`config.mk`:
```
export PLATFORM = sky130hd
export DESIGN_NAME = gf_log_domain_muldiv
export DESIGN_NICKNAME = d
export VERILOG_FILES = /design/src/rtl/gf_log_domain_muldiv.sv
export SDC_FILE = /design/constraint.sdc
export NUM_CORES = 1
export LEC_CHECK = 0
export ABC_AREA = 1
export BUFFER_PORTS_ARGS = -buffer_cell sky130_fd_sc_hd__buf_2
export CORE_AREA = 2 2 73 75
export DETAILED_ROUTE_END_ITERATION = 8
export DIE_AREA = 0 0 75 77
export SLEW_MARGIN = 20
export SYNTH_ARGS = -nofsm -noshare
export SYNTH_HDL_FRONTEND = slang
export SYNTH_SLANG_ARGS = --single-unit
```
`constraint.sdc`:
```
create_clock -name clk -period 2.6 [get_ports clk]
set_input_delay 0.13 -clock clk [delete_from_list [all_inputs] [get_ports clk]]
set_output_delay 0.13 -clock clk [all_outputs]
set_load 0.02 [all_outputs]
```
`src/rtl/gf_log_domain_muldiv.sv`:
```
// GF(2^WIDTH) multiply/divide in the log domain, fed by two registered log ROMs.
// Latency: 2 cycles from operand acceptance to out_valid; throughput 1 op/cycle.
// Backpressure: one enable (out not valid, or out_ready) stalls the ROMs and both stages together.
// Build option: define GF_DIV_EN to add the divide path and out_err; otherwise every op is a multiply.
module gf_log_domain_muldiv #(
  parameter int               WIDTH     = 8,
  parameter int               MODULUS   = 255,
  parameter logic [WIDTH-1:0] ZERO_CODE = '1
) (
  input  logic             clk,
  input  logic             reset,
  input  logic             in_valid,
  output logic             in_ready,
  input  logic [WIDTH-1:0] in_a,
  input  logic [WIDTH-1:0] in_b,
  input  logic             in_op,
  output logic             rom_re,
  output logic [WIDTH-1:0] rom_addr_a,
  output logic [WIDTH-1:0] rom_addr_b,
  input  logic [WIDTH-1:0] rom_data_a,
  input  logic [WIDTH-1:0] rom_data_b,
  output logic             out_valid,
  input  logic             out_ready,
  output logic [WIDTH-1:0] out_exp,
  output logic             out_err
);

  localparam logic [WIDTH:0] MOD_W = MODULUS[WIDTH:0];

  logic             w_en;
  logic             r_v1;
  logic             r_za;
  logic             r_zb;
  logic [WIDTH:0]   w_sum;
  logic [WIDTH:0]   w_mul;
  logic [WIDTH-1:0] w_res_exp;
  logic             w_res_err;
  logic             r_out_valid;
  logic [WIDTH-1:0] r_out_exp;
  logic             r_out_err;

  // The ROM output registers behave as part of stage 1, so they share its enable.
  assign w_en       = !r_out_valid | out_ready;
  assign in_ready   = w_en & !reset;
  assign rom_re     = w_en & !reset;
  assign rom_addr_a = in_a;
  assign rom_addr_b = in_b;

  // Stage 1: operand flags registered alongside the ROM lookup.
  always_ff @(posedge clk) begin
    if (reset) begin
      r_v1 <= 1'b0;
      r_za <= 1'b0;
      r_zb <= 1'b0;
    end else if (w_en) begin
      r_v1 <= in_valid;
      r_za <= (in_a == '0);
      r_zb <= (in_b == '0);
    end
  end

  // Exponent sum with a single conditional subtract folds it back into 0..MODULUS-1.
  assign w_sum = {1'b0, rom_data_a} + {1'b0, rom_data_b};
  assign w_mul = (w_sum >= MOD_W) ? (w_sum - MOD_W) : w_sum;

`ifdef GF_DIV_EN
  logic           r_op1;
  logic [WIDTH:0] w_diff;

  // Stage 1 opcode; only meaningful when the divide path exists.
  always_ff @(posedge clk) begin
    if (reset) begin
      r_op1 <= 1'b0;
    end else if (w_en) begin
      r_op1 <= in_op;
    end
  end

  // Exponent difference; a negative difference wraps by adding the group order.
  assign w_diff = (rom_data_a >= rom_data_b) ?
                  ({1'b0, rom_data_a} - {1'b0, rom_data_b}) :
                  ({1'b0, rom_data_a} - {1'b0, rom_data_b} + MOD_W);

  // Result select; zero operands come from the registered compares, not the ROM code.
  always_comb begin
    w_res_exp = w_mul[WIDTH-1:0];
    w_res_err = 1'b0;
    if (r_op1) begin
      w_res_exp = w_diff[WIDTH-1:0];
      if (r_zb) begin
        w_res_exp = ZERO_CODE;
        w_res_err = 1'b1;
      end else if (r_za) begin
        w_res_exp = ZERO_CODE;
      end
    end else if (r_za | r_zb) begin
      w_res_exp = ZERO_CODE;
    end
  end
`else
  logic w_unused_op;
  assign w_unused_op = in_op;

  // Result select for multiply-only builds; any zero operand forces the zero code.
  always_comb begin
    w_res_exp = w_mul[WIDTH-1:0];
    w_res_err = 1'b0;
    if (r_za | r_zb) begin
      w_res_exp = ZERO_CODE;
    end
  end
`endif

  // Stage 2: output register, advances whenever the consumer can take a new result.
  always_ff @(posedge clk) begin
    if (reset) begin
      r_out_valid <= 1'b0;
      r_out_exp   <= '0;
      r_out_err   <= 1'b0;
    end else if (w_en) begin
      r_out_valid <= r_v1;
      r_out_exp   <= w_res_exp;
      r_out_err   <= w_res_err;
    end
  end

  assign out_valid = r_out_valid;
  assign out_exp   = r_out_exp;
  assign out_err   = r_out_err;

endmodule

```
# Word-level counts from Yosys, hierarchy flattened
# Cells that the tools add are included.
# word_totals
register_bits,12
input_bits,37
# classes
n_lt_le_gt_ge,1
muxes,2
bitwise,3
addsub,2
reduce_logical,4
# ops
cell,n
logical NOT 8 bit,2
2-to-1 mux 8 bit,2
adder 8 x 8 -> 9 bit,1
"greater-or-equal comparator 9 x 8 -> 1 bit, second input constant",1
"subtractor 8 bit, second input constant",1
logical NOT 1 bit,2
OR 1 bit,2
bitwise AND 1 bit,1

# Depth between registers and ports, before layout
# Gate-level depths: netlist of the first run.
# depth
depth_word,4
mapped_depth,17
ltp_nobuf,17

# Worst setup path before layout of the first run
# No wires, ideal clock.
# synth_timing
path_kind,in2reg
from,input port rom_data_a[0]
to,register r_out_exp[2] (netlist: out_exp[2])
arrival_ps,1935
n_path_buf,1
setup_ps,117
cell_stages,15
path_slack_ps,548
required_time_ps,2483
path_cell_list,ha_1 > fa_1 > ha_1 > inv_1 > nor2_1 > nand3_1 > nor2_1 > nand3_1 > nand2_1 > nand2_1 > nand2_2 > buf_6 > a21oi_1 > nor2_1 > nor2_1
# synth_via
elab_chain_len,4
elab_cells_between_ends,5
cone_classes,2 x add/sub; 1 x order compare; 2 x mux
# synth_lines
element,line_no,source
"start, declared",20,"input logic [WIDTH-1:0] rom_data_a,"
adder 8 x 8 -> 9 bit (*),63,"assign w_sum = {1'b0, rom_data_a} + {1'b0, rom_data_b};"
subtractor 8 bit or greater-or-equal comparator 9 x 8 -> 1 bit (tied branches),64,assign w_mul = (w_sum >= MOD_W) ? (w_sum - MOD_W) : w_sum;
2-to-1 mux 8 bit (*),64,
2-to-1 mux 8 bit (*),108,if (r_za | r_zb) begin
"end signal, assigned",122,r_out_exp <= w_res_exp;
"end, declared",39,logic [WIDTH-1:0] r_out_exp;
# Every way passes the cells marked *; elsewhere a longest branch is shown, timed or not.
# A chain may end at the register's enable or synchronous reset.

# Final worst setup path of the first run
# Ends and elaborated chain as after synthesis.

==> reports/results.tsv, run 1 <==
metric	value	unit
worst r2r src	out_valid$_SDFFE_PP0N_	
Vert. Die Dim	77	um
leakage power total	0.839	nW
Sink Count	12	
GR Util All Layers	0.0871	
Fillers	592	
Clock Skew	0.00118	ns
clock share of power	0.290	
DR iter-0 viols	14	
combinational fraction of design power	0.408	
Critical Path AT	2.24	ns
library cells used by synthesis	25	
vias in the first global route	1021	
Final Wtd Congestion	0.718	
Min-Delay Path Class	in -> reg	
Die ar.	5780	um^2
Max-cap violations	0	
Psw	257	uW
Final HPWL DP	2260	um
largest net degree at the start of global routing	14	
Switching Share	0.367	
CTS root buffer	clkbuf_8	
post-layout min period	2.10	ns
Flop pwr share	0.302	
Synthesis Warnings	0	
Internal	443	uW
CTS H-Tree Depth	1	
share of cells above drive strength 1	0.319	
Yosys reg bits	12	
Detailed Route WL	2610	um
port bufs	62	
fin util	0.300	
Setup TNS Final	0	ns
grt ovf	0	
fin crit share	0.809	
worst hold path stage count	2	
hold_buf cts	0	
mapped cell area	1190	um^2
Die W	75	um
Worst Min Path Start	reset	
unrepaired setup endpoints after global routing	false	
CTS Buf Count	3	
fmax	0.475	GHz
# setup viols final	0	
vias per cell	4.10	
Post-CTS Resized	0	
Synthesized Nets	236	
first-pass GRT wire length	4080	um
Max VDD drop	0.118	mV
critical path required time	2.73	ns
R2R depth	8	
Starting Density	0.239	
CTS tree	done	
number of remaining DRC errors	0	
n_diodes	0	
clk_lat worst skew	0.24	ns
max-slew violation count	0	
Setup crit start	rom_data_a[0]	
crit path kind	in -> reg	
P per Cell Area	468	nW/um^2
synthesized instance count	189	
syn avg cell area	6.30	um^2
core region area	4980	um^2
Reg clk slew, reported paths	0.05	ns
CTS Buffer Depth	2	
Worst Setup Start Kind	input pin	
crit-path max FO	13	
via count	1249	
status	finished, final reports clean	
FP Rows	26	
Post-CTS Setup Inserts	0	
ANT nets after route	0	
I/O pin cnt	65	
crit end category	flip-flop	
WL/cell	8.55	um
initial antenna violation count	0	
Final nets	283	
Final Hold Vio Count	0	
First-pass DRT Iterations	4	
sequential area share after synthesis	0.202	
Layout area overhead	25.4	%
## cell usage after synthesis (all sizes together)
cell type / n / area (um^2)
nor2: 19 / 81.3
a21oi: 14 / 70.1
nor4: 4 / 25.0
a31oi: 2 / 12.5
nand2: 48 / 190
o21ai: 7 / 35.0
nor3: 1 / 5.00
nand4: 3 / 18.8
clkbuf: 1 / 3.75
nand3: 20 / 105
fa: 1 / 20.0
nand3b: 1 / 11.3
o21a: 1 / 7.51
inv: 25 / 93.8
conb: 1 / 3.75
ha: 9 / 113
dfxtp: 12 / 240
xor2: 1 / 8.76
buf: 19 / 146
## sequential cells by signal, summed over array words and instances (netlist names)
signal     cells
r_za           1
out_valid      1
r_v1           1
out_exp        8
r_zb           1
## layout by cell type (no fill, tap or decap), drive strengths merged, types with 7 or more instances in the layout
| cell type | synthesis | routed |
|---|---|---|
| a21oi | 14 | 14 |
| nand2 | 48 | 48 |
| buf | 19 | 62 |
| ha | 9 | 9 |
| nor2 | 19 | 19 |
| inv | 25 | 25 |
| nand3 | 20 | 20 |
| o21ai | 7 | 7 |
| dfxtp | 12 | 12 |
## per-layer routing
metal  up-vias  track usage  wire (um)
met4         0       0.0375         44
li1        687            -          -
met5         -            0          0
met1       508        0.108       1200
met2        49        0.144       1120
met3         5       0.0145        237
## power groups by stage
stage / sequential [mW] / combinational (mW) / clock, mW
final: 0.211 / 0.286 / 0.203
after global routing: 0.213 / 0.322 / 0.217
after CTS: 0.211 / 0.290 / 0.211
after detailed placement: 0.215 / 0.289 / 0
after global placement: 0.215 / 0.286 / 0
after floorplan: 0.238 / 0.199 / 0
## final timing paths
check	endpoint	slack [ns]
max	out_exp[2]$_SDFFE_PP0N_	0.50
min	r_zb$_SDFFE_PP0N_	0.13
max reg2reg	out_exp[2]$_SDFFE_PP0N_	1.16
min reg2reg	r_v1$_SDFFE_PP0N_	0.45
## worst max-delay path, stage by stage
cell and delay [ns]:
buf_2 0.10, ha_1 0.23, fa_1 0.53, ha_1 0.19
inv_1 0.05, nor2_1 0.10, nand3_1 0.13, nor2_1 0.11
nand3_1 0.07, nand2_1 0.07, nand2_1 0.05, nand2_2 0.19
a21oi_1 0.10, nor2_1 0.14, nor2_1 0.05
## area by class of cell
type | instances | area (um^2) | share of cell area
clock buffer | 4 | 55.1 | 0.0369
inverter | 25 | 93.8 | 0.0628
multi-input combinational | 132 | 707 | 0.473
sequential | 12 | 240 | 0.161
tap | 70 | 87.6 | 0.0586
timing repair buffer | 62 | 310 | 0.208
## per-stage QoR
step           area, um^2  power [mW]  setup WS [ns]  hold WS [ns]  std cells
3_5_place_dp         1440       0.504          0.235         0.387        301
3_3_place_gp         1440       0.501          0.244         0.393        301
6_report             1490       0.700          0.495         0.131        305
4_1_cts              1490       0.712          0.486         0.127        305
5_1_grt              1490       0.753          0.234         0.133        305
2_1_floorplan        1190       0.437          0.548         0.199        189
## cells by family after synthesis
kind of cell    after synthesis  share of synthesized area
fa+ha+maj                    10                      0.111
other cells                   1                    0.00315
xor+xnor                      1                    0.00735
flops                        12                      0.202
compound gates               24                      0.105
simple gates                 96                      0.367
buf+inv                      45                      0.205
(Power assumes the default switching activity.)
==> run 2: changes to the inputs <==
==> constraint.sdc (replaced) <==
create_clock -name clk -period 1.8 [get_ports clk]
set_input_delay 0.09 -clock clk [delete_from_list [all_inputs] [get_ports clk]]
set_output_delay 0.09 -clock clk [all_outputs]
set_load 0.02 [all_outputs]
==> run 2 against run 1 <==
Net effect:
- the flow now finishes with violations (negative setup slack)
- setup slack lost 0.55 ns
- sequential power is 45% higher
- non-clock buffer count up 20
- total power rose by 56%
- routed wire length rose by 7.4%
- global-route usage grew 0.81 points
- utilization is 4.1 points higher
- combinational power increased by 76%
- via count up 8.8%
- die area stayed put
- worst hold slack worse by 0.017 ns
- critical endpoint is now out_exp[6]$_SDFFE_PP0N_
- highest routed layer unchanged
==> reports/results.tsv, run 2 (synthesized netlist as in run 1, its figures left out) <==
metric	value	unit
fin crit share	1.03	
total chip power	1.09	mW
Worst Min Path Start	reset	
worst r2r src	out_valid$_SDFFE_PP0N_	
n_diodes	0	
post-layout min period	1.85	ns
GR Util All Layers	0.0952	
Final nets	304	
failing checks	negative setup slack	
CTS tree	done	
crit end category	flip-flop	
worst setup margin	-0.0529	ns
crit-path max FO	7	
cell total after placement	320	
Finished Cell Area	1700	um^2
sequential cell area	240	um^2
via count	1359	
Worst Setup Start Kind	input pin	
status	finished with violations	
Layout area overhead	42.8	%
Area after DPL	1600	um^2
Reg clk slew, reported paths	0.05	ns
CTS Buf Count	3	
Starting Density	0.239	
ANT nets after route	0	
Hold EP	r_za$_SDFFE_PP0N_	
Final Hold Vio Count	0	
first-pass GRT wire length	4500	um
Die W	75	um
number of remaining DRC errors	0	
Final Wtd Congestion	0.710	
grt ovf	0	
DR iter-0 viols	36	
Internal	706	uW
Sink Count	12	
max reg flops	8	
Detailed Route WL	2800	um
Psw	383	uW
P per Cell Area	641	nW/um^2
CTS Buffer Depth	2	
FP Rows	26	
CTS H-Tree Depth	1	
R2R depth	8	
WL/cell	8.59	um
max-slew violation count	0	
Vert. Die Dim	77	um
multi-input combinational cell area	751	um^2
Die ar.	5780	um^2
vias in the first global route	1139	
First-pass DRT Iterations	4	
port bufs	62	
Final HPWL DP	2360	um
initial antenna violation count	0	
most frequent cells in the layout	60 x buf_2, 43 x nand2_1, 23 x inv_1	
clk_lat worst skew	0.23	ns
Max VDD drop	0.211	mV
Switching Share	0.352	
non-filler cells, final	326	
Max-cap violations	0	
Setup TNS Final	-0.131	ns
fmax	0.540	GHz
vias per cell	4.17	
I/O pin cnt	65	
Min-Delay Path Class	in -> reg	
critical path required time	1.93	ns
share of cells above drive strength 1	0.402	
Place WS	-0.413	ns
Critical Path AT	1.99	ns
clock share of power	0.257	
Flop pwr share	0.281	
FF-to-FF setup slack	0.49	ns
largest net degree at the start of global routing	13	
leakage power total	0.947	nW
Clock Skew	0.000506	ns
core region area	4980	um^2
crit path kind	in -> reg	
# setup viols final	5	
RR Endpoint	out_exp[3]$_SDFFE_PP0N_	
CTS root buffer	clkbuf_8	
commonest non-fill, non-tap cell in the layout	buf_2	
Fillers	570	
combinational fraction of design power	0.462	
unrepaired setup endpoints after global routing	true	
worst hold path stage count	2	
hold_buf cts	0	
run 2: worst max-delay path by stage:
stage	cells past startpoint	from	end	slack, ns
2_1_floorplan	15	rom_data_a[0]	out_exp[3]$_SDFFE_PP0N_	-0.14
4_1_cts	17	rom_data_a[0]	out_exp[6]$_SDFFE_PP0N_	-0.03
3_3_place_gp	17	rom_data_a[0]	out_exp[5]$_SDFFE_PP0N_	-0.36
3_5_place_dp	17	rom_data_a[0]	out_exp[5]$_SDFFE_PP0N_	-0.41
5_1_grt	17	rom_data_a[0]	out_exp[5]$_SDFFE_PP0N_	-0.22
6_report	17	rom_data_a[0]	out_exp[6]$_SDFFE_PP0N_	-0.05
run 2: layer usage:
metal  global-route usage  vias to the layer above  share of wire
met5                    0                        -              0
met4               0.0321                        0          0.012
met3               0.0145                        5          0.083
met2                0.166                       52           0.45
met1                0.115                      571           0.45
li1                     -                      731              -
run 2: critical path: stages:
cell and delay, ns:
buf_6 0.10, ha_4 0.15, fa_2 0.55, ha_2 0.18
inv_2 0.04, nor2_4 0.09, nand3_2 0.07, nor2_1 0.11
nand3_1 0.07, nand2_1 0.08, nand2_2 0.08, nand2_4 0.11
nand2_1 0.06, nand2_1 0.06, nand3_1 0.06, nand2_1 0.06
inv_1 0.03
run 2: metrics by stage:
step / utilization / hold WS, ns
after CTS: 0.339 / 0.113
after floorplan: - / 0.159
final: 0.342 / 0.113
after global routing: 0.342 / 0.125
after detailed placement: 0.321 / 0.356
after global placement: 0.321 / 0.353
run 2: cell type report:
cell class / instances / share of cell area
Sequential cell: 12 / 0.141
Multi-Input combinational cell: 133 / 0.442
Clock buffer: 4 / 0.0324
Tap cell: 70 / 0.0515
Timing Repair Buffer: 82 / 0.278
Inverter: 25 / 0.0552
run 2: power by group through the flow:
stage | Combinational [mW] | Sequential (mW) | Clock (mW)
floorplan | 0.290 | 0.344 | 0
global placement | 0.481 | 0.311 | 0
detailed placement | 0.486 | 0.311 | 0
CTS | 0.502 | 0.306 | 0.289
global route | 0.568 | 0.309 | 0.302
finish | 0.503 | 0.306 | 0.280
run 2: what timing repair did:
item,4_1_cts,5_1_grt
cloned,1,0
setup buffers,1,0
pin swaps,4,9
endpoints found under the setup margin,7,7
gates resized for setup,4,5
==> run 3: changes to the inputs <==
==> constraint.sdc (replaced) <==
create_clock -name clk -period 1.8 [get_ports clk]
set_input_delay 0.36 -clock clk [delete_from_list [all_inputs] [get_ports clk]]
set_output_delay 0.36 -clock clk [all_outputs]
set_load 0.02 [all_outputs]
==> run 3 against run 2 <==
Net effect:
- the run still ends with negative setup slack left
- first-iteration DRC count down 11%
- largest cell class unchanged
- combinational power up 4.8%
- clock-buffer cell count unchanged
- sequential power about the same
- routed wire length up 3.5%
==> reports/results.tsv, run 3 (synthesized netlist as in run 1, its figures left out) <==
metric	value	unit
status	finished with violations	
failing checks	negative setup slack	
vias per cell	4.04	
unrepaired setup endpoints after global routing	true	
Reg clk slew, reported paths	0.05	ns
Worst Setup Start Kind	input pin	
# setup viols final	8	
Final Hold Vio Count	0	
Die W	75	um
Vert. Die Dim	77	um
RR Endpoint	out_exp[4]$_SDFFE_PP0N_	
via count	1346	
met3 WL post-DR	212	um
R2R depth	8	
worst setup margin	-0.334	ns
hold_buf cts	0	
port bufs	62	
Area after DPL	1630	um^2
CTS Buf Count	3	
clock share of power	0.256	
Sink Count	12	
clk_lat worst skew	0.24	ns
FF-to-FF setup slack	0.49	ns
initial antenna violation count	0	
critical path required time	1.91	ns
Layout area overhead	47.2	%
Hold EP	out_valid$_SDFFE_PP0N_	
crit-path max FO	7	
Clock Skew	0.00322	ns
Final nets	311	
commonest non-fill, non-tap cell in the layout	buf_2	
grt ovf	0	
met1 WL	1340	um
Flop pwr share	0.273	
CTS tree	done	
Starting Density	0.239	
P per Cell Area	639	nW/um^2
crit end category	flip-flop	
Finished Cell Area	1750	um^2
Place WS	-0.688	ns
first-pass GRT wire length	4610	um
worst hold path stage count	2	
DR WL met2	1310	um
Psw	396	uW
hold_ws	0.376	ns
cell total after placement	324	
max-slew violation count	0	
fmax	0.469	GHz
non-filler cells, final	333	
Detailed Route WL	2900	um
number of remaining DRC errors	0	
Fillers	559	
largest net degree at the start of global routing	13	
Die ar.	5780	um^2
Max-cap violations	0	
First-pass DRT Iterations	4	
crit path kind	in -> reg	
Internal	724	uW
post-layout min period	2.13	ns
FP Rows	26	
highest metal used	met4	
vias in the first global route	1148	
Final HPWL DP	2380	um
I/O pin cnt	65	
CTS root buffer	clkbuf_8	
Switching Share	0.353	
n_diodes	0	
worst r2r src	out_valid$_SDFFE_PP0N_	
CTS H-Tree Depth	1	
max reg flops	8	
leakage power total	0.984	nW
combinational fraction of design power	0.471	
ANT nets after route	0	
Min-Delay Path Class	in -> reg	
fin crit share	1.19	
Critical Path AT	2.25	ns
DR iter-0 viols	32	
Max VDD drop	0.205	mV
CTS Buffer Depth	2	
GR Util All Layers	0.0978	
WL/cell	8.70	um
share of cells above drive strength 1	0.422	
fin util	0.352	
Worst Min Path Start	reset	
Final Wtd Congestion	0.786	
core region area	4980	um^2
most frequent cells in the layout	60 x buf_2, 42 x nand2_1, 27 x buf_4	
[run 3: layer usage]
metal / GRT usage / up-vias
met2: 0.168 / 52
met3: 0.0118 / 4
met4: 0.0375 / 0
met1: 0.121 / 545
li1: - / 745
met5: 0 / -
[run 3: area by class of cell]
type	instances	area [um^2]	area share
clock buffer	4	55.1	0.0314
inverter	25	93.8	0.0535
multi-input combinational	133	751	0.428
sequential	12	240	0.137
tap	70	87.6	0.0500
timing repair buffer	89	526	0.300
[run 3: power by group through the flow]
stage                     registers (mW)  logic, mW  clock network [mW]
after floorplan                    0.344      0.290                   0
after global placement             0.311      0.493                   0
after detailed placement           0.312      0.497                   0
after CTS                          0.306      0.516               0.295
after global routing               0.309      0.593               0.312
final                              0.306      0.527               0.287
[run 3: per-stage QoR]
stage / total power, mW / setup TNS [ns]
2_1_floorplan: 0.634 / -2.87
3_3_place_gp: 0.804 / -4.48
3_5_place_dp: 0.809 / -4.96
4_1_cts: 1.12 / -1.92
5_1_grt: 1.21 / -3.27
6_report: 1.12 / -2.18
[run 3: worst max path at each step]
stage,startpoint,to,slack [ns],cells past startpoint
global placement,rom_data_a[0],out_exp[5]$_SDFFE_PP0N_,-0.63,17
global route,rom_data_a[0],out_exp[5]$_SDFFE_PP0N_,-0.50,17
CTS,rom_data_a[0],out_exp[6]$_SDFFE_PP0N_,-0.29,17
floorplan,rom_data_a[0],out_exp[3]$_SDFFE_PP0N_,-0.41,15
finish,rom_data_a[0],out_exp[1]$_SDFFE_PP0N_,-0.33,16
detailed placement,rom_data_a[0],out_exp[5]$_SDFFE_PP0N_,-0.69,17
[run 3: critical path: stages]
cell and delay [ns]:
buf_6 0.10, ha_4 0.15, fa_1 0.53, ha_2 0.21
inv_2 0.04, nor2_2 0.09, nand3_2 0.08, nor2_1 0.09
nand3_1 0.07, nand2_1 0.07, nand2_2 0.08, nand2_4 0.11
buf_4 0.11, inv_1 0.04, nand2_1 0.05, a31oi_1 0.07
[run 3: timing repair]
item | 4_1_cts | 5_1_grt
buffers inserted | 1 | 3
resized for setup | 5 | 4
pin swaps | 6 | 1
endpoints found under the setup margin | 8 | 8
gates cloned | 1 | 0
